<file path="src/rtl/branch_pkg.sv">
// branch_pkg: shared address width, checkpoint entry layout and fall-through increment for the branch resolve unit
package branch_pkg;
  localparam int ADDR_W = 5;
  localparam logic [ADDR_W-1:0] FALL_THRU = ADDR_W'(1);
  typedef struct packed {
    logic [ADDR_W-1:0] pc;
    logic [ADDR_W-1:0] ghr;
    logic              pred;
    logic [ADDR_W-1:0] target;
  } ckpt_t;
endpackage

</file>
<file path="src/rtl/branch_ckpt_fifo.sv">
// branch_ckpt_fifo: in-order checkpoint FIFO (push/pop/flush in, head rdata zeroed when empty, full/empty out)
module branch_ckpt_fifo #(
  parameter int W     = 16,
  parameter int DEPTH = 4
) (
  input  logic         clk,
  input  logic         reset,
  input  logic         push,
  input  logic         pop,
  input  logic         flush,
  input  logic [W-1:0] wdata,
  output logic [W-1:0] rdata,
  output logic         full,
  output logic         empty
);
  localparam int AW = $clog2(DEPTH);
  logic [W-1:0]  mem [DEPTH];
  logic [AW-1:0] rd_ptr, wr_ptr;
  logic [AW:0]   count;
  logic          do_push, do_pop;
  assign full    = count == (AW+1)'(DEPTH);
  assign empty   = count == '0;
  assign rdata   = empty ? '0 : mem[rd_ptr];
  assign do_push = push & ~full & ~flush;
  assign do_pop  = pop & ~empty;
  always_ff @(posedge clk or negedge reset)
    if (!reset) begin
      rd_ptr <= '0;
      wr_ptr <= '0;
      count  <= '0;
    end else if (flush) begin
      rd_ptr <= wr_ptr;
      count  <= '0;
    end else begin
      if (do_push) wr_ptr <= wr_ptr + AW'(1);
      if (do_pop) rd_ptr <= rd_ptr + AW'(1);
      count <= count + (AW+1)'(do_push) - (AW+1)'(do_pop);
    end
  always_ff @(posedge clk)
    if (do_push) mem[wr_ptr] <= wdata;
endmodule

</file>
<file path="src/rtl/branch_resolve_unit.sv">
// branch_resolve_unit: checkpoints fetch predictions, resolves them at execute into PHT/GHR update, flush/redirect, stall and saturating stats
module branch_resolve_unit #(
  parameter int ADDR_W = branch_pkg::ADDR_W,
  parameter int DEPTH  = 4,
  parameter int CNT_W  = 16
) (
  input  logic              clk,
  input  logic              reset,
  input  logic              is_branch_F,
  input  logic [ADDR_W-1:0] InstrAddr_F,
  input  logic [ADDR_W-1:0] ghr_F,
  input  logic              prediction_F,
  input  logic [ADDR_W-1:0] pred_target_F,
  input  logic              resolve_valid,
  input  logic              actual_outcome_E,
  input  logic [ADDR_W-1:0] actual_target_E,
  output logic              update_signal,
  output logic              actual_outcome,
  output logic [ADDR_W-1:0] InstrAddr_E,
  output logic [ADDR_W-1:0] ghr_E,
  output logic              mispredict,
  output logic [ADDR_W-1:0] redirect_addr,
  output logic              stall_F,
  output logic [CNT_W-1:0]  branch_cnt,
  output logic [CNT_W-1:0]  mispred_cnt,
  output logic              underflow_err
);
  import branch_pkg::*;
  ckpt_t wr, hd;
  logic  full, empty, pop, push;
  assign wr = '{pc: InstrAddr_F, ghr: ghr_F, pred: prediction_F, target: pred_target_F};
  assign pop = resolve_valid & ~empty;
  assign push = is_branch_F & ~mispredict;
  assign stall_F = full;
  assign InstrAddr_E = hd.pc;
  assign ghr_E = hd.ghr;
  always_comb begin
    update_signal  = pop;
    actual_outcome = pop & actual_outcome_E;
    mispredict     = pop & ((actual_outcome_E != hd.pred) | (actual_outcome_E & hd.pred & (actual_target_E != hd.target)));
    redirect_addr  = !pop ? '0 : actual_outcome_E ? actual_target_E : hd.pc + FALL_THRU;
  end
  branch_ckpt_fifo #(.W($bits(ckpt_t)), .DEPTH(DEPTH)) u_fifo (
    .clk   (clk),
    .reset (reset),
    .push  (push),
    .pop   (pop),
    .flush (mispredict),
    .wdata (wr),
    .rdata (hd),
    .full  (full),
    .empty (empty)
  );
  always_ff @(posedge clk or negedge reset)
    if (!reset) begin
      branch_cnt    <= '0;
      mispred_cnt   <= '0;
      underflow_err <= 1'b0;
    end else begin
      if (pop && !(&branch_cnt)) branch_cnt <= branch_cnt + CNT_W'(1);
      if (mispredict && !(&mispred_cnt)) mispred_cnt <= mispred_cnt + CNT_W'(1);
      if (resolve_valid && empty) underflow_err <= 1'b1;
    end
endmodule

</file>
<file path="config.mk">
export PLATFORM = sky130hd
export DESIGN_NAME = branch_resolve_unit
export DESIGN_NICKNAME = d
export VERILOG_FILES = /design/src/rtl/branch_pkg.sv /design/src/rtl/branch_ckpt_fifo.sv /design/src/rtl/branch_resolve_unit.sv
export SDC_FILE = /design/constraint.sdc
export NUM_CORES = 1
export LEC_CHECK = 0
export ABC_AREA = 1
export CAP_MARGIN = 10
export CORE_MARGIN = 4
export CORE_UTILIZATION = 42
export DETAILED_ROUTE_END_ITERATION = 10
export DONT_BUFFER_PORTS = 1
export PLACE_DENSITY = 0.53
export SETUP_SLACK_MARGIN = 0.5
export SLEW_MARGIN = 40
export SYNTH_ARGS = -nofsm -noshare
export SYNTH_HDL_FRONTEND = slang
export SYNTH_HIERARCHICAL = 1
export SYNTH_SLANG_ARGS = --single-unit
</file>
<file path="constraint.sdc">
create_clock -name clk -period 3.7 [get_ports clk]
set_clock_uncertainty 0.1 [all_clocks]
set_input_delay 0.37 -clock clk [delete_from_list [all_inputs] [get_ports clk]]
set_output_delay 0.37 -clock clk [all_outputs]
set_load 0.05 [all_outputs]
</file>
==> out/metrics.sh <==
SYNTH-COMPOUND-AREA-SHARE=0.0360
YOSYSUNIQUECELLTYPES=32
SYNTH_SEQ_AREA_SHARE=0.546
NUM_ROWS=40
ANTENNA_FIX_CELLS=0
CRITPATHKIND='reg2reg'
LARGEST_NET_DEGREE_AT_THE_START_OF_GLOBAL_ROUTING=41
GRT_PASS1_VIAS=3721
MAXSLEWVIOLCOUNT=0
DRV_CAP=0
RUN_STATUS='finished clean'
CTS_SINKS=104
TOTALNEGATIVESETUPSLACK_NS=0
PORT_BUFFERS=0
CTS.HTREE.LEVELS=3
WORST_SLEW_MARGIN_REL=0.554
DIE_AREA_UM2=14600
SYN-INSTANCE-COUNT=611
SYNTH_SIMPLE_GATE_AREA_FRAC=0.257
TIMING.HOLD.WORST.CLASS='in2reg'
FIRST_PASS_ITERS=4
POST-SYNTH-TOP-AREA-FRACTION=0.359
SETUP_VIOL=0
SYNTH_FA_HA_AREA_FRAC=0.0271
YOSYS.CELL_COUNT.TOP_TYPE='nand2_1'
DRC=0
GRT_SETUP_UNREPAIRED='yes'
DETAIL_ROUTE.VIAS_PER_CELL=4.90
YOSYS-MUX-AREA-FRACTION=0
MEAN_INSTANCE_SIZE_IN_THE_SYNTHESIZED_NETLIST_UM2=8.76
CTS_TREE='done'
YS_TOP_CELLS_BY_COUNT='nand2_1 (208), inv_1 (87), edfxtp_1 (64)'
SYNTH_TOP_AREA_CELL='edfxtp_1'
CRIT_BUF_INV=3
POWER_mW=5.53
GRT_PASS1_WL_UM=19500
MAX_FREQ_MHz=324
IO_PINS=78
FINAL.FILL_COUNT=1121
POST_SYNTHESIS_CELL_AREA_UM2=5350
YOSYS.AREA_SHARE.XOR_XNOR=0.0425
ASR_FLOP_RATIO_SYNTH=0.385
FINAL_CELLS=836
SYNTHESIS.NETS=648
SYNTH.FF_LATCH_COUNT=104
CRITICAL_PATH.ENDPOINT_TYPE='flop'
CRIT_PATH_START_KIND='flop'
FINALCRITICALPERIOD_NS=3.08
SYNTHESIS.YOSYS.WARNINGS=6
CRIT_PATH_FREQUENT_CELL='nand2_1'
WL_PER_CELL_UM=15.3
WORSTMARGINPINSLEW_NS=0.668
TIMING.FINAL.CRIT_SHARE=0.834
PLACE.DETAILED.HPWL_UM=8180
CORE_AREA_UM2=12300
DETAIL-ROUTE-ANTENNA-NETS=0
REGAREA_UM2=2930
CLOCKBUFFERDEPTH=2
TOTAL_VIA_COUNT_IN_THE_ROUTED_DESIGN=4100
POWER.LEAKAGE_nW=2.90
GRT_ANTENNA_BEFORE_REPAIR=0
CELLPOWERDENSITY_nW_PER_UM2=855
CP_CELL_SEQUENCE='buf_8, nand2_1, nand2_1, nand2_1, a21oi_2, nand2_1, nand2_1, nand3_2, o21bai_4, a21oi_4, nor2_4, nand3_4, ha_4, inv_2, ha_4, inv_2, fa_2, nor2_2'
NUM-NETS-FINAL=700
WORST_SKEW_PAIR.LATE_LATENCY_NS=0.36
MULTI_INPUT_AREA_UM2=2070
CRITICAL_PATH_PEAK_FANOUT=6
GRT.TOTAL_USAGE=0.172
FINAL_HOLD_VIOLATING_ENDPOINTS=0
DIE_HEIGHT_UM=121
NUMCTSBUFFERS=9
YOSYS_MOST_USED_DFF='edfxtp_1'
POST_DETAILED_ROUTING_WIRE_LENGTH_UM=12800
GLOBALPLACE.CONGESTION=0.832
PLACED_CELLS_INCL_TAPS=784
REQUIRED_TIME_OF_THE_WORST_SETUP_PATH_NS=3.90
AREA_GROWTH_SYN_TO_LAYOUT_PCT=20.7
CTS-ROOT-BUF='clkbuf_16'
INITIAL_UTILIZATION=0.437
SYNTH_TOP_FAMILY_BY_AREA='simple AND/OR/NAND/NOR gates'
IR_WORST_VDD_uV=450
WORST_SETUP_HOLD_PATH_CLK_SLEW_NS=0.08
CRIT_SLOWEST_CELL='dfrtp_2'
WORST-ENDPOINT-ARRIVAL_NS=3.28
FRACTION_OF_LAYOUT_CELLS_WITH_A_SIZE_SUFFIX_ABOVE_1=0.145
DRT_ITER0_DRC=236
CRITICAL-PATH-TOP-DELAY-FAMILY='adder cells'
GLOBAL_ROUTE.OVERFLOW_TOTAL=0
DIEWIDTH_UM=121
SYNTH.TOP_CELLS.BY_AREA='edfxtp_1 (36%), dfrtp_1 (19%), nand2_1 (15%)'
CRIT_PATH_MAX_CELL_DELAY_NS=0.56
SYNTH_ENABLE_FLOP_CELLS=64
routing by layer:
metal / vias up / track usage / part of all wire
met5: - / 0 / 0
met3: 19 / 0.0536 / 0.070
li1: 2055 / - / -
met1: 1944 / 0.229 / 0.45
met4: 0 / 0.0602 / 0.016
met2: 82 / 0.266 / 0.47
where the power goes:
group          internal [mW]  total [mW]  switching, mW
Sequential              1.48        1.92          0.447
Combinational          0.888        2.59           1.70
Clock                  0.546        1.02          0.469
Total                   2.91        5.53           2.62
placed cells by master (no fill, tap or decap), types with 3 or more instances in the layout:
| cell type | count |
|---|---|
| inv_8 | 4 |
| dfrtp_1 | 38 |
| inv_6 | 3 |
| a21oi_1 | 10 |
| inv_2 | 3 |
| nor2_4 | 3 |
| ha_1 | 8 |
| edfxtp_1 | 64 |
| nand3_1 | 39 |
| o21ai_1 | 5 |
| buf_4 | 35 |
| inv_1 | 84 |
| xnor2_1 | 9 |
| xor2_1 | 17 |
| dlygate4sd3_1 | 17 |
| a21oi_2 | 9 |
| nor2_1 | 33 |
| nand2_1 | 206 |
| nor3_1 | 7 |
| o21ai_0 | 8 |
| clkbuf_16 | 11 |
| nand3_2 | 4 |
| buf_12 | 3 |
| nand4_1 | 22 |
path summary, 6_finish.rpt:
check / from / to / slack (ns) / cells past startpoint
max in group asynchronous: reset / u_fifo/rd_ptr[1] / 2.88 / 2
min in group asynchronous: reset / u_fifo/count[0] / 0.41 / 2
min reg2reg: u_fifo/wr_ptr[1] / u_fifo/wr_ptr[1] / 0.47 / 2
max: u_fifo/rd_ptr[0] / u_fifo/count[1] / 0.62 / 18
min: resolve_valid / underflow_err / 0.03 / 1
max reg2reg: u_fifo/rd_ptr[0] / u_fifo/count[1] / 0.62 / 18
layout make-up:
type | count | share of cell area
Sequential cell | 104 | 0.453
Multi-Input combinational cell | 397 | 0.320
Timing Repair Buffer | 59 | 0.0881
Inverter | 91 | 0.0567
Clock buffer | 9 | 0.0348
Tap cell | 168 | 0.0325
Clock inverter | 7 | 0.0141
Timing Repair inverter | 1 | 0.00136
registers in the layout (all words and copies together), names as in the netlist:
signal         cells
u_fifo/rd_ptr      2
u_fifo/mem        64
branch_cnt        16
u_fifo/count       3
u_fifo/wr_ptr      2
mispred_cnt       16
underflow_err      1
kinds of logic (layout without fill, tap and decap cells):
family                   after synthesis  in the layout
buffers and inverters                110            167
XOR/XNOR                              26             26
AO/OA/AOI/OAI                         37             37
adder cells (fa/ha/maj)               11             11
AND/OR/NAND/NOR                      323            323
flip-flops                           104            104
metrics by stage:
stage                     utilization  setup WS (ns)  hold WS [ns]  area (µm²)
final                           0.527          0.616        0.0258        6460
after global routing            0.527          0.442        0.0210        6460
after CTS                       0.504          0.508        0.0119        6170
after detailed placement        0.461          0.314       -0.0242        5650
after global placement          0.460          0.409       -0.0242        5650
after floorplan                     -          0.501       -0.0256        5390
repair_timing:
item	4_1_cts	5_1_grt
resized for setup	8	30
endpoints found under the hold margin	104	0
setup buffers	0	15
hold buffers	18	0
endpoints found under the setup margin	2	2
cloned	0	3
pin swaps	0	19
Power figures use the tool's default switching activity.
